==> src/rtl/pipe_run_controller_pkg.sv <==
// Shared definitions for the pipeline run controller and the pipeline
// generator that instantiates it.
//   state_e        : 2-bit run FSM encoding (IDLE, ISSUE, DRAIN, DONE)
//   DEF_LATENCY    : default pipeline depth in non-stalled cycles
//   DEF_ITER_W     : default width of iteration count / issue index
//   DEF_OUT_W      : default width of the outstanding-result counter
package pipe_run_controller_pkg;

  typedef enum logic [1:0] {
    ST_IDLE  = 2'd0,
    ST_ISSUE = 2'd1,
    ST_DRAIN = 2'd2,
    ST_DONE  = 2'd3
  } state_e;

  localparam int DEF_LATENCY = 32;
  localparam int DEF_ITER_W  = 16;
  localparam int DEF_OUT_W   = 6;

endpackage

==> src/rtl/valid_shift_pipe.sv <==
// Stall-gated valid shift register that tracks which pipeline stages hold
// a live operand.
//   clk  : rising-edge clock
//   rst  : asynchronous active-low reset, clears every stage
//   en   : shift enable (low while the pipeline is stalled)
//   din  : valid bit entering stage 0
//   dout : valid bit of the last stage (DEPTH-1)
module valid_shift_pipe #(
  parameter int DEPTH = 1
) (
  input  logic clk,
  input  logic rst,
  input  logic en,
  input  logic din,
  output logic dout
);

  logic [DEPTH-1:0] vp_q;
  logic [DEPTH-1:0] vp_d;

  // A single-stage pipe has no lower stages to shift from.
  generate
    if (DEPTH == 1) begin : g_single
      assign vp_d = din;
    end else begin : g_multi
      assign vp_d = {vp_q[DEPTH-2:0], din};
    end
  endgenerate

  always_ff @(posedge clk or negedge rst) begin
    if (!rst) begin
      vp_q <= '0;
    end else if (en) begin
      vp_q <= vp_d;
    end
  end

  assign dout = vp_q[DEPTH-1];

endmodule

==> src/rtl/pipe_run_controller.sv <==
// Sequences one run of a fixed-latency, stallable pipeline: issues `iters`
// operands one per non-stalled cycle, tracks them with a valid shift pipe
// and an outstanding counter, and pulses done after the last result leaves.
//   clk          : rising-edge clock
//   rst          : asynchronous active-low reset (aborts any run)
//   start        : run request, sampled only in IDLE
//   iters        : operand count, latched with start
//   stall        : global stall, freezes issue, valid pipe and counters
//   busy         : high in ISSUE and DRAIN
//   issue        : operand enters the datapath this cycle
//   issue_idx    : index of the operand being issued
//   result_valid : pipeline output stage holds a valid result
//   done         : one-cycle pulse at the end of a run
// Handshake: there is no backpressure. An operand is transferred when issue
// is high; a result is consumed when result_valid is high and stall is low.
module pipe_run_controller
  import pipe_run_controller_pkg::*;
#(
  parameter int LATENCY = DEF_LATENCY,
  parameter int ITER_W  = DEF_ITER_W,
  parameter int OUT_W   = DEF_OUT_W
) (
  input  logic              clk,
  input  logic              rst,
  input  logic              start,
  input  logic [ITER_W-1:0] iters,
  input  logic              stall,
  output logic              busy,
  output logic              issue,
  output logic [ITER_W-1:0] issue_idx,
  output logic              result_valid,
  output logic              done
);

  state_e            state_q, state_d;
  logic [ITER_W-1:0] iters_q, iters_d;
  logic [ITER_W-1:0] idx_q, idx_d;
  logic [OUT_W-1:0]  out_q, out_d;
  logic              consume;
  logic              last_issue;

  assign issue      = (state_q == ST_ISSUE) && !stall;
  assign consume    = result_valid && !stall;
  // Compare against the latched count so iters may be all-ones.
  assign last_issue = issue && (idx_q == (iters_q - ITER_W'(1)));

  always_comb begin
    state_d = state_q;
    iters_d = iters_q;
    idx_d   = idx_q;
    unique case (state_q)
      ST_IDLE: begin
        if (start) begin
          if (iters != '0) begin
            iters_d = iters;
            idx_d   = '0;
            state_d = ST_ISSUE;
          end else begin
            state_d = ST_DONE;
          end
        end
      end
      ST_ISSUE: begin
        if (issue) begin
          idx_d = idx_q + ITER_W'(1);
          if (last_issue) state_d = ST_DRAIN;
        end
      end
      ST_DRAIN: begin
        // A zero count here means every result already left while issuing.
        if ((out_q == '0) || ((out_q == OUT_W'(1)) && consume)) begin
          state_d = ST_DONE;
        end
      end
      ST_DONE: state_d = ST_IDLE;
      default: state_d = ST_IDLE;
    endcase
  end

  always_comb begin
    out_d = out_q;
    unique case ({issue, consume})
      2'b10:   out_d = out_q + OUT_W'(1);
      2'b01:   out_d = out_q - OUT_W'(1);
      default: out_d = out_q;
    endcase
  end

  always_ff @(posedge clk or negedge rst) begin
    if (!rst) begin
      state_q <= ST_IDLE;
      iters_q <= '0;
      idx_q   <= '0;
      out_q   <= '0;
    end else begin
      state_q <= state_d;
      iters_q <= iters_d;
      idx_q   <= idx_d;
      out_q   <= out_d;
    end
  end

  valid_shift_pipe #(
    .DEPTH (LATENCY)
  ) u_vpipe (
    .clk  (clk),
    .rst  (rst),
    .en   (!stall),
    .din  (issue),
    .dout (result_valid)
  );

  assign busy      = (state_q == ST_ISSUE) || (state_q == ST_DRAIN);
  assign done      = (state_q == ST_DONE);
  assign issue_idx = (state_q == ST_ISSUE) ? idx_q : '0;

  always_ff @(posedge clk) begin
    if (rst) begin
      assert (!(issue && !consume && (out_q == OUT_W'(LATENCY))));
      assert (!(consume && !issue && (out_q == '0)));
    end
  end

endmodule

==> config.mk <==
export PLATFORM = sky130hd
export DESIGN_NAME = pipe_run_controller
export DESIGN_NICKNAME = d
export VERILOG_FILES = /design/src/rtl/pipe_run_controller_pkg.sv /design/src/rtl/valid_shift_pipe.sv /design/src/rtl/pipe_run_controller.sv
export SDC_FILE = /design/constraint.sdc
export NUM_CORES = 1
export LEC_CHECK = 0
export CORE_MARGIN = 4
export CORE_UTILIZATION = 57
export DETAILED_ROUTE_END_ITERATION = 10
export PLACE_DENSITY = 0.91
export SLEW_MARGIN = 20
export SYNTH_ARGS = -nofsm -noshare
export SYNTH_HDL_FRONTEND = slang
export SYNTH_SLANG_ARGS = --single-unit
==> constraint.sdc <==
create_clock -name clk -period 3.7 [get_ports clk]
set_input_delay 0.37 -clock clk [delete_from_list [all_inputs] [get_ports clk]]
set_output_delay 0.37 -clock clk [all_outputs]
set_load 0.02 [all_outputs]
==> results of run 1 <==
how the worst max path moves through the flow:
stage          startpoint          to
2_1_floorplan  state_q[1]  state_q[1]
3_3_place_gp        stall  state_q[1]
3_5_place_dp        stall  state_q[1]
4_1_cts        iters_q[0]  state_q[1]
5_1_grt        iters_q[0]  state_q[1]
6_report       iters_q[0]  state_q[1]
worst max-delay path: cells and delay by family, from the launching register on:
kind / cells / cell delay, ns
AO/OA/AOI/OAI: 4 / 1.18
AND/OR/NAND/NOR: 3 / 1.17
adder cells (fa/ha/maj): 1 / 0.28
buffers and inverters: 1 / 0.09
flip-flops: 1 / 0.44
cell usage in the layout (no fill, tap or decap), types with 15 or more instances in the layout:
| cell | synthesis | routed |
|---|---|---|
| a21oi_1 | 16 | 16 |
| and2_1 | 15 | 15 |
| clkdlybuf4s50_1 | 0 | 38 |
| dfrtp_1 | 72 | 72 |
| mux2_2 | 47 | 47 |
| nand2_1 | 23 | 23 |
| nor2_1 | 16 | 16 |
| nor3_1 | 15 | 15 |
| o21ai_0 | 15 | 15 |
| xor2_1 | 15 | 15 |
power breakdown:
group	internal (mW)	switching, mW
registers	1.07	0.306
logic	0.600	0.652
clock network	0.387	0.322
total	2.05	1.28
metal layers:
metal | track usage (%) | up-vias
li1 | - | 1447
met4 | 8.66 | 0
met1 | 27.2 | 1513
met5 | 0 | -
met2 | 35.4 | 106
met3 | 4.18 | 16
kinds of logic (layout without fill, tap and decap cells):
| kind of cell | Yosys count | after routing | share of synthesized area, % |
|---|---|---|---|
| AND/OR/NAND/NOR | 122 | 122 | 16.6 |
| adder cells (fa/ha/maj) | 11 | 11 | 3.44 |
| XOR/XNOR | 29 | 29 | 6.34 |
| flip-flops | 72 | 72 | 45.0 |
| multiplexers | 55 | 55 | 15.2 |
| AO/OA/AOI/OAI | 59 | 59 | 9.43 |
| buffers and inverters | 39 | 74 | 3.93 |
synth_stat cells (all sizes together), types with 3 or more instances:
master	number	area [sq um]
nor2	16	60.1
clkbuf	16	60.1
mux2	48	541
a21oi	16	80.1
dfrtp	72	1800
a21boi	3	22.5
and2	15	93.8
and4	3	26.3
xor2	15	131
mux2i	7	70.1
buf	8	41.3
nor3	17	95.1
xnor2	14	123
or3	6	37.5
nand2	23	86.3
nand3	13	65.1
o21ai	16	80.1
nand4	6	37.5
or4	3	22.5
inv	15	56.3
nor4	8	56.3
a31oi	5	31.3
ha	11	138
sequential cells by signal, summed over array words and instances, names as in the netlist:
| name | cells |
|---|---|
| state_q | 2 |
| u_vpipe.vp_q | 32 |
| idx_q | 16 |
| iters_q | 16 |
| out_q | 6 |
final cells by class:
type	instances	area, sq um	share of cell area [%]
multi-input combinational	276	2050	43.8
sequential	72	1800	38.6
tap	96	120	2.57
clock inverter	7	105	2.25
timing repair buffer	43	415	8.90
clock buffer	9	124	2.65
inverter	15	56.3	1.21
==> flow_summary.ini, run 1 <==
[status]
outcome = finished clean

[setup_path]
ff2ff_setup_slack_ns = 0.42
cp_max_fo = 7
crit_path_max_incr_delay_ns = 0.70
r2r_start = iters_q[0]
r2r-end = state_q[1]
cp_data_arrival_time_ns = 3.50
cp-start-kind = register
crit_slowest_cell = nor4b_1
endpoint_kind = register
ff2ff_path_depth = 9
worstPathRequired_ns = 3.92
crit_chain = inv_1, ha_1, nor4b_1, a31oi_1, a221oi_1, nor3_1, a2111o_1, o311a_1, or3_1
path_class = reg2reg

[timing]
fin_crit_sh_pct = 88.6
slew_headroom_pct = 44.1
final.min_clock_period_ns = 3.28
slew_viol_final = 0
setup_viol = 0
hold_viol = 0
fmax_mhz = 305
rsz0062_at_grt = false
whs_ns = 0.0211
fin_skew_ns = 0.00894
fin_ws_ns = 0.423
fin_tns_setup_ns = 0
tightestPinTransition_ns = 0.827

[route]
drtPass1Iterations = 5
antenna_left = 0
vias = 3082
drtIter0Drc = 253
wl_met2_um = 4300
routed-wl-met3_um = 422
drc_errors = 0
routed.top_layer = met4
wl_met1_um = 3650
routed_via_density = 5.95
wl_per_cell_um = 16.4
routed_wl_um = 8510

[power]
ir_drop_uv = 497
power_density_nw_per_um2 = 714
finalPower_mw = 3.33
cellLeakagePower_nw = 1.98

[yosys]
synthCells = 387
yosysWarnings = 0
synth_flop_cell = dfrtp_1
synthesis.nets = 418
syn_area_sq_um = 4010
yosysSeqAreaShare_pct = 45.0
ys_types = 53
ys_seq_elements = 72
synth_edf_count = 0
synth_area_per_cell_sq_um = 10.4
ys_async_sr_fraction_pct = 100

[finish]
utilization_pct = 68.7
drive_gt1_share_pct = 17.3
nFillCells = 486
areaGrowthSynthToFinish_pct = 16.6
final_cell_count_no_fill = 518
final_area_sq_um = 4670
nets = 448
n_antenna_cell = 0

[clock_tree]
cts_setup_buffers = 0
cts_hold_buffers = 0
cts.clk_slew.worst_paths_ns = 0.08
clock-sinks = 72
numCtsBuffers = 9
clk_latency_ns = 0.35
cts_buffer_depth = 2
cts_resized = 0
clockRootBuffer = clkbuf_8
cts_tree = built
htreeDepth = 3

[placed_design]
hpwl_um = 6010
dpl_worst_slack_ns = 0.455
gp_congestion = 0.832
placed_cell_area_sq_um = 4440
dpl.cell_count = 502
port-buffer-count = 39

[global_route]
antenna_found_initial = 0
grt_max_degree = 47
grt_pass1_wl_um = 14500
grt_usage_pct = 21.3
globalRouteOverflowTotal = 0
first_global_vias = 3091

[die]
start_util_pct = 59.0
die_width_um = 91.8
die_area_sq_um = 8430
coreArea_sq_um = 6790
io_pins = 40
row_count = 30
die_h_um = 91.8

[run]
maxCapViolCount = 0

[hold_path]
hold_path_class = in2async
Power figures use the tool's default switching activity.
==> run 2: changes to the inputs <==
--- a/config.mk
+++ b/config.mk
@@ -6,10 +6,12 @@
 export NUM_CORES = 1
 export LEC_CHECK = 0
 export CORE_MARGIN = 4
-export CORE_UTILIZATION = 57
+export CORE_UTILIZATION = 58
+export CTS_CLUSTER_DIAMETER = 50
 export DETAILED_ROUTE_END_ITERATION = 10
-export PLACE_DENSITY = 0.91
+export PLACE_DENSITY = 0.92
 export SLEW_MARGIN = 20
 export SYNTH_ARGS = -nofsm -noshare
 export SYNTH_HDL_FRONTEND = slang
+export SYNTH_HIERARCHICAL = 1
 export SYNTH_SLANG_ARGS = --single-unit
==> run 2 against run 1 <==
  * Synthesized area up 5.3%
  * Sequential power barely moved
  * Critical path depth did not move
  * Clock skew down 0.0024 ns
  * Critical path type unchanged
  * Largest cell class unchanged
  * Critical endpoint is now state_q[0]
==> flow_summary.ini, run 2 <==
[global_route]
antenna_found_initial = 0
grt_usage_pct = 21.0
grt_pass1_wl_um = 14300
globalRouteOverflowTotal = 0
grt_max_degree = 44
first_global_vias = 2950

[yosys]
syn_area_sq_um = 4220
synth_top_cell_by_area = dfrtp_1
synthTopCellsByCount = dfrtp_1 (72), mux2_4 (30), nor2_1 (22), xor2_1 (22), nand2_1 (21)
ys_top_cells_by_area = dfrtp_1 (43%), mux2_4 (11%), mux2_2 (5.1%)
ys_async_sr_fraction_pct = 100
synth_most_common_cell = dfrtp_1
yosysSeqAreaShare_pct = 42.7
ys_types = 64
synth_area_per_cell_sq_um = 11.3
synth_top_area_share_pct = 42.7
synthesis.nets = 405
synth_edf_count = 0
ys_seq_elements = 72
yosysWarnings = 6
synthCells = 374
synth_flop_cell = dfrtp_1

[timing]
hold_viol = 0
slew_headroom_pct = 37.2
fin_crit_sh_pct = 81.9
fmax_mhz = 330
fin_tns_setup_ns = 0
tightestPinTransition_ns = 0.942
fin_ws_ns = 0.670
slew_viol_final = 0
rsz0062_at_grt = false
setup_viol = 0
final.min_clock_period_ns = 3.03
whs_ns = 0.169
fin_skew_ns = 0.00655

[setup_path]
endpoint_kind = register
crit_slowest_cell = or4_1
crit_path_max_incr_delay_ns = 0.53
cp_data_arrival_time_ns = 3.21
worstPathRequired_ns = 3.88
cp_max_fo = 15
path_class = reg2reg
crit_chain = inv_1, ha_1, or3b_2, nor4_1, a2111o_1, nor2_1, or4_1, o21ai_0, a31oi_1
cp-start-kind = register

[finish]
drive_gt1_share_pct = 20.3
n_antenna_cell = 0
final_cell_mix = dfrtp_1 (72), clkdlybuf4s50_1 (38), mux2_4 (30)
largest-register = u_vpipe/vp_q
final_common_cell = dfrtp_1
nets = 435
reg.largest.list = u_vpipe/vp_q (32), idx_q (16), iters_q (16)
largest_reg_flops = 32
areaGrowthSynthToFinish_pct = 13.6

[clock_tree]
cts_hold_buffers = 0
cts_tree = built
htreeDepth = 3
numCtsBuffers = 9
cts_resized = 0
clock-sinks = 72
cts.clk_slew.worst_paths_ns = 0.08
cts_setup_buffers = 0
clockRootBuffer = clkbuf_8
cts_buffer_depth = 2
clk_latency_ns = 0.35

[power]
power_density_nw_per_um2 = 691
finalPower_mw = 3.31
switching_share_pct = 37.5
intPower_mw = 2.07
p_sw_mw = 1.24
comb_power_share_pct = 38.3
sequentialPowerShare_pct = 42.2
cellLeakagePower_nw = 2.14
ir_drop_uv = 587
clkPwrFrac_pct = 19.4

[route]
drtPass1Iterations = 7
routed_via_density = 5.88
drc_errors = 0
vias = 2967
antenna_left = 0
drtIter0Drc = 160
routed_wl_um = 8570
wl_per_cell_um = 17.0

[placed_design]
port-buffer-count = 39
gp_congestion = 0.894
dpl_worst_slack_ns = 0.580
hpwl_um = 6140

[die]
die_h_um = 93.3
row_count = 30
die_width_um = 93.3
die_area_sq_um = 8700
io_pins = 40
start_util_pct = 60.7
coreArea_sq_um = 6940

[hold_path]
hold_path_class = in2async

[run]
maxCapViolCount = 0

[status]
outcome = finished clean
## run 2: cells by family after synthesis
logic type	count (synthesis)	share of synthesized area (%)
flops	72	42.7
fa+ha+maj	11	3.26
mux	51	16.2
xor+xnor	37	7.68
buf+inv	31	4.42
compound gates	39	6.73
simple gates	133	19.0
## run 2: critical path: cells and delay by family, from the launching register on
family	cells	cell delay [ns]
compound gates	3	0.40
fa+ha+maj	1	0.47
buf+inv	1	0.09
flops	1	0.48
simple gates	4	1.42
## run 2: power groups by stage
stage          clock network, mW  logic (mW)  registers [mW]
3_3_place_gp                   0        1.19            1.37
4_1_cts                    0.657        1.26            1.39
6_report                   0.644        1.27            1.40
5_1_grt                    0.694        1.39            1.44
3_5_place_dp                   0        1.26            1.40
2_1_floorplan                  0        1.06            1.27
## run 2: layer usage
metal / track usage (%) / share of wire [%] / routed length (um) / vias to the layer above
met5: 0 / 0 / 0 / -
met4: 7.81 / 1.9 / 161 / 0
met3: 5.23 / 5.9 / 505 / 19
met2: 34.4 / 50 / 4290 / 103
met1: 26.7 / 42 / 3620 / 1449
li1: - / - / - / 1396
## run 2: area by class of cell
class                   count  area (sq um)
well taps                  96           120
multi-input cells         271          2230
flip-flops and latches     72          1800
inverters                   9          33.8
clock inverters             4          52.6
fillers                   502          2150
repair buffers             41           400
clock buffers              12           155
## run 2: final timing paths
kind	startpoint	endpoint	depth (start not counted)	slack, ns
max	iters_q[0]	state_q[0]	9	0.67
min	rst	u_vpipe/vp_q[11]	1	0.17
max reg2reg	iters_q[0]	state_q[0]	9	0.67
min reg2reg	out_q[5]	out_q[5]	1	0.48
max in group asynchronous	rst	u_vpipe/vp_q[4]	2	2.61
min in group clk	out_q[5]	out_q[5]	1	0.48
## run 2: through the flow
step           instance area, sq um  utilization [%]  std cells
2_1_floorplan                  4220                -        374
3_3_place_gp                   4590             66.0        489
3_5_place_dp                   4590             66.0        489
4_1_cts                        4790             69.0        505
5_1_grt                        4790             69.0        505
6_report                       4790             69.0        505
==> run 3: changes to the inputs <==
--- a/config.mk
+++ b/config.mk
@@ -6,10 +6,10 @@
 export NUM_CORES = 1
 export LEC_CHECK = 0
 export CORE_MARGIN = 4
-export CORE_UTILIZATION = 58
+export CORE_UTILIZATION = 52
 export CTS_CLUSTER_DIAMETER = 50
 export DETAILED_ROUTE_END_ITERATION = 10
-export PLACE_DENSITY = 0.92
+export PLACE_DENSITY = 0.87
 export SLEW_MARGIN = 20
 export SYNTH_ARGS = -nofsm -noshare
 export SYNTH_HDL_FRONTEND = slang
==> constraint.sdc (replaced) <==
create_clock -name clk -period 2.6 [get_ports clk]
set_input_delay 0.26 -clock clk [delete_from_list [all_inputs] [get_ports clk]]
set_output_delay 0.26 -clock clk [all_outputs]
set_load 0.02 [all_outputs]
==> run 3 against run 2 <==
  * Utilization down 5.6 points
  * Clock skew up 0.0067 ns
  * Register-to-register slack worse by 0.56 ns
  * Final cell count up 4.4%
  * Flip-flop and latch count unchanged
  * Clock power up 37%
  * Via count up 4.0%
  * Non-clock buffer count up 17
  * First-iteration DRC count up 55%
  * Maximum frequency up 22%
  * Critical endpoint is now state_q[1]
  * Sequential share of layout area down 1.2 points
  * Highest routed layer unchanged
  * Critical path depth down 1
==> flow_summary.ini, run 3 (synthesized netlist as in run 2, its figures left out) <==
[finish]
utilization_pct = 63.4
largest_reg_flops = 32
areaGrowthSynthToFinish_pct = 17.4
drive_gt1_share_pct = 23.8
final_common_cell = dfrtp_1
final_cell_count_no_fill = 527
largest-register = u_vpipe/vp_q
final_cell_mix = dfrtp_1 (72), clkdlybuf4s50_1 (38), mux2_4 (30)
nets = 452
final_area_sq_um = 4950
n_antenna_cell = 0
reg.largest.list = u_vpipe/vp_q (32), idx_q (16), iters_q (16)

[die]
start_util_pct = 54.0
die_area_sq_um = 9620
io_pins = 40
row_count = 32
die_h_um = 98.1
die_width_um = 98.1
coreArea_sq_um = 7810

[clock_tree]
cts_tree = built
clockRootBuffer = clkbuf_8
clock-sinks = 72
htreeDepth = 3
numCtsBuffers = 9
clk_latency_ns = 0.36
cts.clk_slew.worst_paths_ns = 0.08
cts_buffer_depth = 2

[global_route]
grt_max_degree = 47
grt_pass1_wl_um = 15200
grt-busiest-layer = met2
met2_usage_pct = 32.0
met1_usage_pct = 25.2
globalRouteOverflowTotal = 0
first_global_vias = 3102
grt_usage_pct = 19.4
grt_util_met3_pct = 4.64
antenna_found_initial = 0

[route]
drtIter0Drc = 248
drtPass1Iterations = 5
drc_errors = 0
routed_wl_um = 8980
wl_per_cell_um = 17.0
antenna_left = 0
vias = 3087
routed_via_density = 5.86

[placed_design]
port-buffer-count = 39
placed_cell_area_sq_um = 4730
dpl.cell_count = 510
dpl_worst_slack_ns = -0.125
gp_congestion = 0.866
hpwl_um = 6350

[timing]
slew_headroom_pct = 49.7
final.min_clock_period_ns = 2.49
tightestPinTransition_ns = 0.752
setup_viol = 0
whs_ns = 0.471
fin_tns_setup_ns = 0
slew_viol_final = 0
fin_ws_ns = 0.111
rsz0062_at_grt = false
fin_skew_ns = 0.0133
fin_crit_sh_pct = 95.7
fmax_mhz = 402
hold_viol = 0

[power]
power_density_nw_per_um2 = 977
cellLeakagePower_nw = 2.23
ir_drop_uv = 570
finalPower_mw = 4.84

[setup_path]
cp-start-kind = register
endpoint_kind = register
worstPathRequired_ns = 2.84
cp_data_arrival_time_ns = 2.73
path_class = reg2reg
cp_max_fo = 10

[hold_path]
hold_path_class = in2async

[status]
outcome = finished clean

[run]
maxCapViolCount = 0
[run 3: path summary, 6_finish.rpt]
kind,startpoint,endpoint,slack [ns],cells past startpoint
max,iters_q[3],state_q[1],0.11,8
max in group asynchronous,rst,out_q[5],1.46,3
max reg2reg,iters_q[3],state_q[1],0.11,8
min reg2reg,out_q[5],out_q[5],0.47,1
min in group clk,out_q[5],out_q[5],0.47,1
min,rst,iters_q[13],0.47,2
[run 3: report_power, final]
| group | total [mW] | switching (mW) | leakage [nW] | internal [mW] |
|---|---|---|---|---|
| logic | 2.00 | 0.944 | 1.18 | 1.06 |
| registers | 1.95 | 0.443 | 0.941 | 1.51 |
| clock network | 0.883 | 0.439 | 0.0996 | 0.444 |
[run 3: critical path, cell delays in order, from the launching register on]
cell	delay (ns)
dfrtp_1	0.53
nor4_4	0.08
buf_4	0.19
and4b_2	0.22
or3_1	0.39
a211oi_2	0.24
nand4_1	0.21
or2_1	0.30
a31o_1	0.22
[run 3: layout make-up]
class | instances | area (sq um)
inverters | 9 | 33.8
multi-input cells | 271 | 2240
flip-flops and latches | 72 | 1800
well taps | 102 | 128
repair buffers | 58 | 556
clock buffers | 9 | 124
clock inverters | 6 | 70.1
fillers | 597 | 2860
[run 3: layer usage]
| metal | part of all wire, % | up-vias |
|---|---|---|
| met1 | 42 | 1531 |
| met5 | 0 | - |
| met4 | 1.5 | 0 |
| met2 | 50 | 104 |
| met3 | 5.6 | 16 |
| li1 | - | 1436 |
[run 3: what timing repair did]
| item | CTS | global route |
|---|---|---|
| setup buffers | 0 | 1 |
| hold buffers | 1 | 0 |
| endpoints found under the hold margin | 26 | 0 |
| gates resized for setup | 0 | 2 |
| setup endpoints to repair | 0 | 2 |
